`src/rtl/conv_seq_ctrl.sv`:
```
// Raster sequencer for the 3-tap Conv1 row accumulator: pixel-memory reads, conv enable, valid/ready output.
// Optional CONV_SEQ_PERF_EN adds perf_cycles/perf_stalls counters.
module conv_seq_ctrl #(
  parameter int IMG_W  = 28,
  parameter int IMG_H  = 28,
  parameter int K      = 3,
  parameter int ADDR_W = 10
) (
  input  logic              clk_16,
  input  logic              rst,
  input  logic              start,
  output logic              busy,
  output logic              done,
  output logic              rd_en,
  output logic [ADDR_W-1:0] rd_addr,
  output logic              conv_en,
  output logic              out_valid,
  input  logic              out_ready,
  output logic [7:0]        out_row,
  output logic [7:0]        out_col
`ifdef CONV_SEQ_PERF_EN
  ,
  output logic [15:0]       perf_cycles,
  output logic [15:0]       perf_stalls
`endif
);

  localparam int OUT_H = IMG_H - K + 1;
  localparam logic [7:0] LAST_COL      = 8'(IMG_W - 1);
  localparam logic [7:0] LAST_ROW      = 8'(OUT_H - 1);
  localparam logic [7:0] FIRST_OUT_COL = 8'(K - 1);
  localparam logic [7:0] LAST_OUT_COL  = 8'(IMG_W - K);

  typedef enum logic [1:0] {
    S_IDLE  = 2'd0,
    S_RUN   = 2'd1,
    S_DRAIN = 2'd2,
    S_DONE  = 2'd3
  } state_t;

  state_t             state_r, state_nxt;
  logic [7:0]         col_r, row_r;
  logic [ADDR_W-1:0]  addr_r;
  logic               v1_r;
  logic [7:0]         tag_col_r, tag_row_r;
  logic               out_valid_r;
  logic [7:0]         out_row_r, out_col_r;

  logic stall_s, rd_en_s, conv_en_s, last_rd_s, hs_s, set_ov_s, final_hs_s;

  assign stall_s    = out_valid_r & ~out_ready;
  assign rd_en_s    = (state_r == S_RUN) & ~stall_s;
  assign conv_en_s  = v1_r & ~stall_s;
  assign last_rd_s  = rd_en_s & (row_r == LAST_ROW) & (col_r == LAST_COL);
  assign hs_s       = out_valid_r & out_ready;
  assign set_ov_s   = conv_en_s & (tag_col_r >= FIRST_OUT_COL);
  // Frame ends only once nothing is in flight and the last column has been taken
  assign final_hs_s = (state_r == S_DRAIN) & ~v1_r & hs_s &
                      (out_row_r == LAST_ROW) & (out_col_r == LAST_OUT_COL);

  assign busy      = (state_r == S_RUN) | (state_r == S_DRAIN);
  assign done      = (state_r == S_DONE);
  assign rd_en     = rd_en_s;
  assign rd_addr   = addr_r;
  assign conv_en   = conv_en_s;
  assign out_valid = out_valid_r;
  assign out_row   = out_row_r;
  assign out_col   = out_col_r;

  // State register
  always_ff @(posedge clk_16 or posedge rst) begin
    if (rst) state_r <= S_IDLE;
    else     state_r <= state_nxt;
  end

  // Next-state logic
  always_comb begin
    state_nxt = state_r;
    case (state_r)
      S_IDLE:  if (start) state_nxt = S_RUN;   else state_nxt = S_IDLE;
      S_RUN:   if (last_rd_s) state_nxt = S_DRAIN; else state_nxt = S_RUN;
      S_DRAIN: if (final_hs_s) state_nxt = S_DONE; else state_nxt = S_DRAIN;
      S_DONE:  state_nxt = S_IDLE;
      default: state_nxt = S_IDLE;
    endcase
  end

  // Raster counters advance on every issued read and wrap to zero after the last one
  always_ff @(posedge clk_16 or posedge rst) begin
    if (rst) begin
      col_r  <= 8'd0;
      row_r  <= 8'd0;
      addr_r <= '0;
    end else if (rd_en_s) begin
      if (col_r == LAST_COL) begin
        col_r <= 8'd0;
        if (row_r == LAST_ROW) row_r <= 8'd0;
        else                   row_r <= row_r + 8'd1;
      end else begin
        col_r <= col_r + 8'd1;
      end
      if (last_rd_s) addr_r <= '0;
      else           addr_r <= addr_r + ADDR_W'(1);
    end
  end

  // One-cycle read latency: v1 tracks the returning word and its raster tag
  always_ff @(posedge clk_16 or posedge rst) begin
    if (rst) begin
      v1_r      <= 1'b0;
      tag_col_r <= 8'd0;
      tag_row_r <= 8'd0;
    end else begin
      v1_r <= rd_en_s | (v1_r & stall_s);
      if (rd_en_s) begin
        tag_col_r <= col_r;
        tag_row_r <= row_r;
      end
    end
  end

  // Output result register; priming columns never raise out_valid
  always_ff @(posedge clk_16 or posedge rst) begin
    if (rst) begin
      out_valid_r <= 1'b0;
      out_row_r   <= 8'd0;
      out_col_r   <= 8'd0;
    end else if (set_ov_s) begin
      out_valid_r <= 1'b1;
      out_row_r   <= tag_row_r;
      out_col_r   <= tag_col_r - FIRST_OUT_COL;
    end else if (hs_s) begin
      out_valid_r <= 1'b0;
    end
  end

`ifdef CONV_SEQ_PERF_EN
  logic [15:0] perf_cycles_r, perf_stalls_r;

  // Saturating busy/stall counters, cleared when a frame is accepted
  always_ff @(posedge clk_16 or posedge rst) begin
    if (rst) begin
      perf_cycles_r <= 16'd0;
      perf_stalls_r <= 16'd0;
    end else if ((state_r == S_IDLE) && start) begin
      perf_cycles_r <= 16'd0;
      perf_stalls_r <= 16'd0;
    end else begin
      if (busy && (perf_cycles_r != 16'hFFFF))
        perf_cycles_r <= perf_cycles_r + 16'd1;
      if (busy && stall_s && (perf_stalls_r != 16'hFFFF))
        perf_stalls_r <= perf_stalls_r + 16'd1;
    end
  end

  assign perf_cycles = perf_cycles_r;
  assign perf_stalls = perf_stalls_r;
`endif

endmodule
```
`config.mk`:
```
export PLATFORM = sky130hd
export DESIGN_NAME = conv_seq_ctrl
export DESIGN_NICKNAME = d
export VERILOG_FILES = /design/src/rtl/conv_seq_ctrl.sv
export SDC_FILE = /design/constraint.sdc
export NUM_CORES = 1
export LEC_CHECK = 0
export ABC_AREA = 1
export CAP_MARGIN = 20
export CORE_MARGIN = 2
export CORE_UTILIZATION = 29
export DETAILED_ROUTE_END_ITERATION = 8
export GPL_ROUTABILITY_DRIVEN = 0
export PLACE_DENSITY = 0.45
export SYNTH_ARGS = -nofsm -noshare
export SYNTH_HDL_FRONTEND = slang
export SYNTH_SLANG_ARGS = --single-unit
```
`constraint.sdc`:
```
create_clock -name clk_16 -period 5.75 [get_ports clk_16]
set_clock_uncertainty 0.05 [all_clocks]
set_input_delay 1.15 -clock clk_16 [delete_from_list [all_inputs] [get_ports clk_16]]
set_output_delay 1.15 -clock clk_16 [all_outputs]
set_load 0.1 [all_outputs]
```
After elaboration in Yosys (flattened, before gate mapping)
Cells that the tools add are included.
- input port bits: 4
- word-level logic and storage cells: 51
- output and inout port bits: 31
- flip-flop bits (word level): 62
- bitwise logic cells: 17
- reduce and logical (&&, ||, !) cells: 3
- mux-type cells: 9
- eq/ne operators: 7
- add/sub/neg operators: 4
- magnitude comparators: 1
- operators by type and width (operator ; number):
    $eq A8 B5 Y1 const B ; 4
    $add A8 B1 Y8 const B ; 2
    $mux W8 ; 2
    $and A1 B1 Y1 ; 12
    $add A10 B1 Y10 const B ; 1
    $mux W10 ; 1
    $ge A8 B2 Y1 const B ; 1
    $pmux W2 S4 ; 1
    $sub A8 B2 Y8 const B ; 1
    $eq A2 B2 Y1 const B ; 2
    $mux W1 ; 4
    $not A1 Y1 ; 3
    $eq A2 B1 Y1 const B ; 1
    $logic_not A2 Y1 ; 1
    $mux W2 ; 1
    $or A1 B1 Y1 ; 2
    $reduce_and A2 Y1 ; 1
    $reduce_bool A2 Y1 ; 1

Depth between registers and ports, before layout
Gate-level depths: netlist of run 1.
- depth after elaboration: 8
- mapped depth: 10
- gate-level depth less buffers: 10

Least setup slack after synthesis of run 1
Ideal clock, no wire load.
- path kind: input to output
- start point: in out_ready
- end point: out conv_en
- buffers on the path: 0
- path slack: 2.401 ns
- arrival time: 2.149 ns
- cell stages on the path: 2
- data required time: 4.550 ns
- cell sequence: inv_2 a21oi_2
- longest elaborated chain between the ends: 4
- RTL lines (what ; line ; RTL):
    start, declared ; 18 ; input logic out_ready,
    $not A1 Y1 ; 51 ; assign stall_s = out_valid_r & ~out_ready;
    $and A1 B1 Y1 ; 51 ;
    $not A1 Y1 ; 53 ; assign conv_en_s = v1_r & ~stall_s;
    $and A1 B1 Y1 ; 53 ;
    end, declared ; 16 ; output logic conv_en,
Every way passes these cells.

Final worst setup path of run 1
Same ends and word-level chain as after synthesis.

==> out/metrics.csv, run 1 <==
metric,value,unit
outcome,completed,
number of buffers created by CTS,9,
number of buffers added to fix hold violations after cts,0,
maximum number of buffers from clock root to sink,2,
Die Outline Area,11400,um^2
Post CTS Setup Buffer Count,0,
Top delay family on crit path,buffers and inverters,
PortBufs,34,
most used cell along the critical path,clkdlybuf4s50_1,
required time of the worst setup path,4.55,ns
number of optimization iterations in the first detailed-route pass,4,
mean instance size in the synthesized netlist,8.60,um^2
routed length on met2,2920,um
clock period minus worst slack,4.25,ns
count of flip-flops with a built-in enable after synthesis,0,
standard-cell row count,37,
FF-to-FF End,rd_addr[9],
largest fanout on the critical path,2,
DRC marker count from the first detailed-route iteration,176,
die outline height,107,um
HPWL reported at the end of detailed placement,4430,um
area inside the core boundary,10300,um^2
clock transition at the registers of the reported paths,0.07,ns
largest voltage drop on the vdd net,0.113,mV
worst-margin pin slew,0.970,ns
vias per std cell,4.36,
DR DRC count,0,
Crit-path slowest cell,clkdlybuf4s50_1,
crit path kind,in -> out,
number of synthesis warnings,0,
tightest hold margin,0.430,ns
count of cells along the worst register-to-register path,9,
H-tree depth reported by CTS,3,
Reg2Reg Setup Slack,3.87,ns
Rel. slew slack,0.351,
overall routed net length,6350,um
Final period util,0.738,
final number of max-transition violations,0,
Worst Hold Launch,tag_row_r[4],
category of the worst setup path capture point,output pin,
Clock Tree Root,clkbuf_8,
met3 routed WL,114,um
source-to-sink clock delay at the later pin of the worst-skew pair,0.33,ns
startpoint types,input port,
pwr/cell area,246,nW/um^2
IO Count,35,
top post-synthesis cells by area,"dfrtp_1 51%, nand2_1 12%, inv_1 4.8%",
highest-count cells in the layout ignoring fill and taps,"95 x nand2_1, 62 x dfrtp_1, 38 x inv_1",
largest net degree at the start of global routing,63,
antenna violations before repair,0,
Stages on worst setup path,4,
"Hold Vio Cnt, Final",0,
cell area after technology mapping,3070,um^2
aggregate negative setup slack,0,ns
HP Class,reg -> reg,
Cell Count Post-Placement,521,
top_reg_cell synth,dfrtp_1,
count of instances resized after the clock tree is built,0,
total number of clock tree sinks,62,
Vias,2339,
Pleak,1.75,nW
Yosys reg bits,62,
Antenna Nets Post-Route,0,
diode insertion count for antenna repair,0,
number of distinct standard cells referenced by the synthesized netlist,34,
FILL cells,1061,
"commonest non-fill, non-tap cell in the layout",nand2_1,
final-stage net count,409,
width of the die,107,um
data arrival time of the critical path,3.05,ns
net count after synthesis,370,
Util after Layout,0.367,
Starting Density,0.298,
vias in the first global route,2233,
ratio of cells with drive above 1 in the final layout,0.115,
area fraction of the dominant cell type after synthesis,0.505,
total routing usage reported by global routing,0.120,
achievable clock frequency,236,MHz
number of standard cells after synthesis,357,
non-filler instance count after layout,537,
DR top layer,met4,
CP cell instances,clkdlybuf4s50_1 -> inv_2 -> a21oi_2 -> clkdlybuf4s50_1,
final routed wire length divided by cell count,11.8,um
wire length of the first global-routing pass,10800,um
crit path launch,out_ready,
longest individual stage delay on the worst path,1.17,ns
portion of the post-synthesis area used by sequential elements,0.505,
asr flop ratio synth,1.00,
last element of the critical path,conv_en,
remaining global-route overflow,0,
growth of design area from synthesis to finish,23.3,%
setup repair after global routing missed its margin,false,
maxcap violations,0,
CTS tree,yes,
final number of setup-violating endpoints,0,
Post-Route M1 WL,3210,um
library cell with the largest summed area after synthesis,dfrtp_1,
count of buffer and inverter cells on the critical path,3,
[how the worst min path moves through the flow]
stage,end,slack (ns),cells past startpoint
global route,out_row[4],0.47,2
CTS,out_row[4],0.44,2
finish,out_row[4],0.43,2
floorplan,out_row[0],0.39,2
detailed placement,tag_row_r[4],0.42,2
global placement,out_row[4],0.42,2
[registers in the layout, indices dropped and copies added (netlist names), named ones only]
signal	count
row_r	8
tag_row_r	8
tag_col_r	8
rd_addr	10
state_r	1
out_row	8
out_valid	1
col_r	8
out_col	8
[cells by family after synthesis]
| group | after synthesis | synth area share |
|---|---|---|
| simple gates | 174 | 0.262 |
| fa+ha+maj | 9 | 0.0367 |
| xor+xnor | 13 | 0.0371 |
| compound gates | 44 | 0.0819 |
| flops | 62 | 0.505 |
| buf+inv | 55 | 0.0774 |
[tightest hold or removal path, delay by kind of cell, from the launching register on]
kind          cells  cell delay, ns
flops             1            0.35
simple gates      2            0.11
[cell type report]
class / instances / area (um^2) / share of cell area
sequential: 62 / 1550 / 0.410
clock buffer: 13 / 159 / 0.0420
inverter: 48 / 188 / 0.0496
clock inverter: 3 / 90.1 / 0.0238
tap: 136 / 170 / 0.0449
timing repair buffer: 35 / 345 / 0.0912
multi-input combinational: 240 / 1280 / 0.339
[synth_stat cells (8+ instances only)]
library cell / instances
nand2_1: 95
o21ai_0: 20
nor2_1: 37
nand3_1: 13
xor2_1: 10
dfrtp_1: 62
a21oi_1: 8
inv_1: 39
ha_1: 9
nor3_1: 8
[per-stage QoR]
step                power, mW  setup slack (ns)  cell area, um^2
global route            0.960              1.46             3790
CTS                     0.945              1.49             3790
global placement        0.457              1.50             3540
floorplan               0.451              2.40             3070
finish                  0.932              1.50             3790
detailed placement      0.457              1.50             3540
[per-layer routing]
metal,GRT usage,vias to the layer above
li1,-,1199
met1,0.168,1102
met2,0.184,29
met3,0.0182,9
met4,0.0557,0
met5,0,-
[where the power goes]
group	total, mW	switching, mW	internal [mW]
registers	0.436	0	0.436
clock network	0.484	0.172	0.313
logic	0.0118	0.00932	0.00248
(Power assumes the default switching activity.)
==> run 2: changes to the inputs <==
==> constraint.sdc (replaced) <==
create_clock -name clk_16 -period 4.3 [get_ports clk_16]
set_clock_uncertainty 0.05 [all_clocks]
set_input_delay 0.86 -clock clk_16 [delete_from_list [all_inputs] [get_ports clk_16]]
set_output_delay 0.86 -clock clk_16 [all_outputs]
set_load 0.1 [all_outputs]
==> out/metrics.csv, run 2 (synthesis gave the netlist of run 1 again) <==
metric,value,unit,change
growth of design area from synthesis to finish,22.3,%,was 23.3%
data arrival time of the critical path,2.23,ns,was 3.05 ns
number of buffers added to fix hold violations after cts,0,,unchanged
worst-margin pin slew,0.971,ns,was 0.970 ns
Vias,2307,,was 2339
DRC marker count from the first detailed-route iteration,92,,was 176
clock transition at the registers of the reported paths,0.07,ns,about the same
width of the die,107,um,unchanged
Clock Tree Root,clkbuf_8,,unchanged
number of buffers created by CTS,9,,unchanged
cell internal power dissipation,0.898,mW,was 0.751 mW
antenna violations before repair,0,,unchanged
vias in the first global route,2277,,was 2233
Die Outline Area,11400,um^2,unchanged
Reg2Reg Setup Slack,2.55,ns,was 3.87 ns
outcome,completed,,unchanged
largest fanout on the critical path,4,,was 2
DR DRC count,0,,unchanged
final-stage net count,411,,was 409
switching fraction of total power,0.211,,was 0.194
total routing usage reported by global routing,0.128,,was 0.120
final number of setup-violating endpoints,0,,unchanged
Worst Hold Launch,tag_row_r[3],,was tag_row_r[4]
Rel. slew slack,0.351,,about the same
clock share of power,0.473,,was 0.520
required time of the worst setup path,3.39,ns,was 4.55 ns
aggregate negative setup slack,0,ns,unchanged
Comb power frac,0.015,,was 0.013
non-filler instance count after layout,538,,was 537
remaining global-route overflow,0,,unchanged
vias per std cell,4.29,,was 4.36
die outline height,107,um,unchanged
HP Class,reg -> reg,,unchanged
total number of clock tree sinks,62,,unchanged
source-to-sink clock delay at the later pin of the worst-skew pair,0.34,ns,was 0.33 ns
achievable clock frequency,319,MHz,
startpoint types,register,,was input port
category of the worst setup path capture point,output pin,,unchanged
number of optimization iterations in the first detailed-route pass,4,,unchanged
Cell Count Post-Placement,523,,was 521
Post CTS Setup Buffer Count,0,,unchanged
maxcap violations,0,,unchanged
largest net degree at the start of global routing,37,,was 63
final number of max-transition violations,0,,unchanged
Pleak,1.74,nW,was 1.75 nW
clock period minus worst slack,3.14,ns,
Hold Path Cell Cnt,2,,unchanged
ratio of cells with drive above 1 in the final layout,0.124,,was 0.115
post-route setup slack,1.16,ns,was 1.50 ns
largest voltage drop on the vdd net,0.106,mV,was 0.113 mV
Switch Pwr,0.240,mW,was 0.181 mW
DR top layer,met4,,unchanged
CP cell instances,inv_1 -> ha_1 -> clkdlybuf4s50_1,,was clkdlybuf4s50_1 -> inv_2 -> a21oi_2 -> clkdlybuf4s50_1
crit path kind,reg -> out,,was in -> out
wire length of the first global-routing pass,11300,um,was 10800 um
count of instances resized after the clock tree is built,0,,unchanged
highest-count cells in the layout ignoring fill and taps,"95 x nand2_1, 62 x dfrtp_1, 38 x inv_1",,unchanged
part of the power in registers,0.512,,was 0.468
Min-Delay Endpoint,out_row[3],,was out_row[4]
pre-CTS setup slack,1.23,ns,was 1.50 ns
standard-cell row count,37,,unchanged
setup repair after global routing missed its margin,false,,unchanged
PortBufs,34,,unchanged
final routed wire length divided by cell count,12.1,um,was 11.8 um
overall routed net length,6530,um,was 6350 um
FF-to-FF End,rd_addr[7],,was rd_addr[9]
Util after Layout,0.364,,was 0.367
Antenna Nets Post-Route,0,,unchanged
longest individual stage delay on the worst path,1.12,ns,was 1.17 ns
maximum number of buffers from clock root to sink,2,,unchanged
"commonest non-fill, non-tap cell in the layout",nand2_1,,unchanged
register area,1550,um^2,unchanged
HPWL reported at the end of detailed placement,4750,um,was 4430 um
IO Count,35,,unchanged
met3 routed WL,176,um,was 114 um
area inside the core boundary,10300,um^2,unchanged
count of cells along the worst register-to-register path,7,,was 9
FILL cells,1066,,was 1061
Post-Route M1 WL,3200,um,was 3210 um
routed length on met2,2980,um,was 2920 um
H-tree depth reported by CTS,3,,unchanged
Starting Density,0.298,,unchanged
"Hold Vio Cnt, Final",0,,unchanged
CTS tree,yes,,unchanged
area used by multi-input combinational logic,1280,um^2,unchanged
pwr/cell area,303,nW/um^2,was 246 nW/um^2
diode insertion count for antenna repair,0,,unchanged
Crit-path slowest cell,clkdlybuf4s50_1,,unchanged
Final period util,0.729,,
max FFs per register,10,,unchanged
-- run 2: power by group through the flow --
stage | Combinational (mW) | Clock [mW] | Sequential [mW]
finish | 0.0167 | 0.539 | 0.583
global placement | 0.0185 | 0 | 0.594
floorplan | 0.00925 | 0 | 0.594
global route | 0.0199 | 0.582 | 0.582
detailed placement | 0.0184 | 0 | 0.594
CTS | 0.0182 | 0.555 | 0.583
-- run 2: layout make-up --
cell class | count | share of cell area
Multi-Input combinational cell | 240 | 0.341
Clock inverter | 3 | 0.0113
Timing Repair Buffer | 37 | 0.0952
Tap cell | 136 | 0.0453
Sequential cell | 62 | 0.413
Inverter | 48 | 0.0500
Clock buffer | 12 | 0.0440
-- run 2: layer usage --
metal	global-route usage	up-vias
met5	0	-
met4	0.0594	0
met3	0.0298	12
met2	0.196	30
met1	0.171	1066
li1	-	1199
-- run 2: worst max path at each step --
stage          startpoint      end  slack [ns]  cells after the start
6_report       state_r[0]     busy        1.16                      3
5_1_grt        state_r[0]     busy        1.09                      3
4_1_cts        state_r[0]     busy        1.14                      3
3_5_place_dp    out_ready    rd_en        1.23                      6
3_3_place_gp    out_ready    rd_en        1.23                      6
2_1_floorplan   out_ready  conv_en        1.53                      2
-- run 2: worst max-delay path, delay by kind of cell, from the launching register on --
family / cells / cell delay [ns]
flops: 1 / 0.38
fa+ha+maj: 1 / 0.29
buf+inv: 2 / 1.22
-- run 2: per-stage QoR --
step | hold WS [ns] | power [mW] | cell area [um^2]
5_1_grt | 0.470 | 1.18 | 3760
4_1_cts | 0.429 | 1.16 | 3760
6_report | 0.419 | 1.14 | 3760
3_5_place_dp | 0.412 | 0.612 | 3550
3_3_place_gp | 0.411 | 0.613 | 3550
2_1_floorplan | 0.392 | 0.603 | 3070
==> run 3: changes to the inputs <==
--- a/config.mk
+++ b/config.mk
@@ -11,7 +11,7 @@
 export CORE_UTILIZATION = 29
 export DETAILED_ROUTE_END_ITERATION = 8
 export GPL_ROUTABILITY_DRIVEN = 0
-export PLACE_DENSITY = 0.45
+export PLACE_DENSITY = 0.46
 export SYNTH_ARGS = -nofsm -noshare
 export SYNTH_HDL_FRONTEND = slang
 export SYNTH_SLANG_ARGS = --single-unit
==> constraint.sdc (replaced) <==
create_clock -name clk_16 -period 2.75 [get_ports clk_16]
set_clock_uncertainty 0.05 [all_clocks]
set_input_delay 0.55 -clock clk_16 [delete_from_list [all_inputs] [get_ports clk_16]]
set_output_delay 0.55 -clock clk_16 [all_outputs]
set_load 0.1 [all_outputs]
==> out/metrics.csv, run 3 (synthesis gave the netlist of run 1 again) <==
metric,value,unit,change
Crit-path slowest cell,clkdlybuf4s50_1,,unchanged
diode insertion count for antenna repair,0,,unchanged
largest net degree at the start of global routing,34,,was 37
FILL cells,1077,,was 1066
final-stage net count,412,,was 411
area inside the core boundary,10300,um^2,unchanged
pwr/cell area,448,nW/um^2,was 303 nW/um^2
"commonest non-fill, non-tap cell in the layout",nand2_1,,unchanged
wire length of the first global-routing pass,11200,um,was 11300 um
Die Outline Area,11400,um^2,unchanged
grt met3 use,0.0274,,was 0.0298
H-tree depth reported by CTS,3,,unchanged
DR DRC count,0,,unchanged
HP Class,reg -> reg,,unchanged
Final Instance Area,3700,um^2,was 3760 um^2
Most Crowded Layer GR,met2,,unchanged
antenna violations before repair,0,,unchanged
number of optimization iterations in the first detailed-route pass,6,,was 4
maximum number of buffers from clock root to sink,2,,unchanged
worst-margin pin slew,0.512,ns,was 0.971 ns
total routing usage reported by global routing,0.125,,was 0.128
Rel. slew slack,0.656,,was 0.351
DRC marker count from the first detailed-route iteration,186,,was 92
die outline height,107,um,unchanged
Starting Density,0.298,,unchanged
crit path kind,in -> out,,was reg -> out
Final period util,0.842,,
vias in the first global route,2348,,was 2277
IO Count,35,,unchanged
longest individual stage delay on the worst path,0.49,ns,was 1.12 ns
vias per std cell,4.32,,was 4.29
total number of clock tree sinks,62,,unchanged
Clock Tree Root,clkbuf_8,,unchanged
Placed Area,3520,um^2,was 3550 um^2
category of the worst setup path capture point,output pin,,unchanged
overall routed net length,6460,um,was 6530 um
largest voltage drop on the vdd net,0.171,mV,was 0.106 mV
width of the die,107,um,unchanged
count of instances resized after the clock tree is built,0,,unchanged
max FFs per register,10,,unchanged
tightest hold margin,0.428,ns,was 0.419 ns
Top delay family on crit path,buffers and inverters,,unchanged
source-to-sink clock delay at the later pin of the worst-skew pair,0.34,ns,about the same
remaining global-route overflow,0,,unchanged
setup repair after global routing missed its margin,false,,unchanged
outcome,completed,,unchanged
area used by multi-input combinational logic,1280,um^2,unchanged
final number of setup-violating endpoints,0,,unchanged
achievable clock frequency,432,MHz,
number of buffers created by CTS,9,,unchanged
Util after Layout,0.358,,was 0.364
Vias,2328,,was 2307
CTS tree,yes,,unchanged
met1 routing resource usage after global routing,0.179,,was 0.171
aggregate negative setup slack,0,ns,unchanged
clock transition at the registers of the reported paths,0.07,ns,about the same
data arrival time of the critical path,1.72,ns,was 2.23 ns
Pleak,1.78,nW,was 1.74 nW
required time of the worst setup path,2.15,ns,was 3.39 ns
post-route setup slack,0.434,ns,was 1.16 ns
ratio of cells with drive above 1 in the final layout,0.199,,was 0.124
number of buffers added to fix hold violations after cts,0,,unchanged
"Hold Vio Cnt, Final",0,,unchanged
CP cell instances,clkdlybuf4s50_1 -> inv_2 -> nand2_2 -> nand2_4 -> inv_4 -> buf_12,,was inv_1 -> ha_1 -> clkdlybuf4s50_1
highest-count cells in the layout ignoring fill and taps,"95 x nand2_1, 62 x dfrtp_1, 38 x inv_1",,unchanged
standard-cell row count,37,,unchanged
largest fanout on the critical path,16,,was 4
pre-CTS setup slack,0.434,ns,was 1.23 ns
HPWL reported at the end of detailed placement,4730,um,was 4750 um
GR met2 Demand/Resource,0.184,,was 0.196
final routed wire length divided by cell count,12.0,um,was 12.1 um
Post CTS Setup Buffer Count,0,,unchanged
startpoint types,input port,,was register
count of buffer and inverter cells on the critical path,4,,was 2
Antenna Nets Post-Route,0,,unchanged
PortBufs,34,,unchanged
final number of max-transition violations,0,,unchanged
maxcap violations,0,,unchanged
clock period minus worst slack,2.32,ns,
growth of design area from synthesis to finish,20.3,%,was 22.3%
register area,1550,um^2,unchanged
==> run 3: where the power goes <==
part	internal (mW)	switching, mW
Clock	0.366	0.351
Combinational	0.00806	0.0200
Sequential	0.912	0
Total	1.29	0.371
==> run 3: area by class of cell <==
| type | count | share of cell area |
|---|---|---|
| flip-flops and latches | 62 | 0.420 |
| repair buffers | 38 | 0.0894 |
| inverters | 48 | 0.0508 |
| clock buffers | 11 | 0.0410 |
| well taps | 136 | 0.0460 |
| clock inverters | 4 | 0.00609 |
| multi-input cells | 240 | 0.347 |
==> run 3: path summary, 6_finish.rpt <==
check / slack, ns / start / depth (start not counted) / to
max: 0.43 / out_ready / 6 / rd_en
min: 0.43 / tag_row_r[3] / 2 / out_row[3]
max reg2reg: 0.87 / register / 11 / row_r[2]
min reg2reg: 0.43 / tag_row_r[3] / 2 / out_row[3]
max in group asynchronous: 1.65 / rst / 3 / out_col[1]
min in group asynchronous: 0.46 / rst / 2 / rd_addr[5]
==> run 3: metrics by stage <==
stage,power (mW),std cells
after global placement,0.959,524
after global routing,1.73,539
after floorplan,0.943,357
after detailed placement,0.959,524
final,1.66,539
after CTS,1.68,539
==> run 3: worst min-delay path: stages, from the launching register on <==
cell     delay [ns]
dfrtp_1        0.34
nand2_1        0.05
nand2_1        0.05
==> run 3: layer usage <==
metal	wire [um]	up-vias
met4	123	0
met1	3360	1092
li1	-	1200
met5	0	-
met2	2820	26
met3	159	10
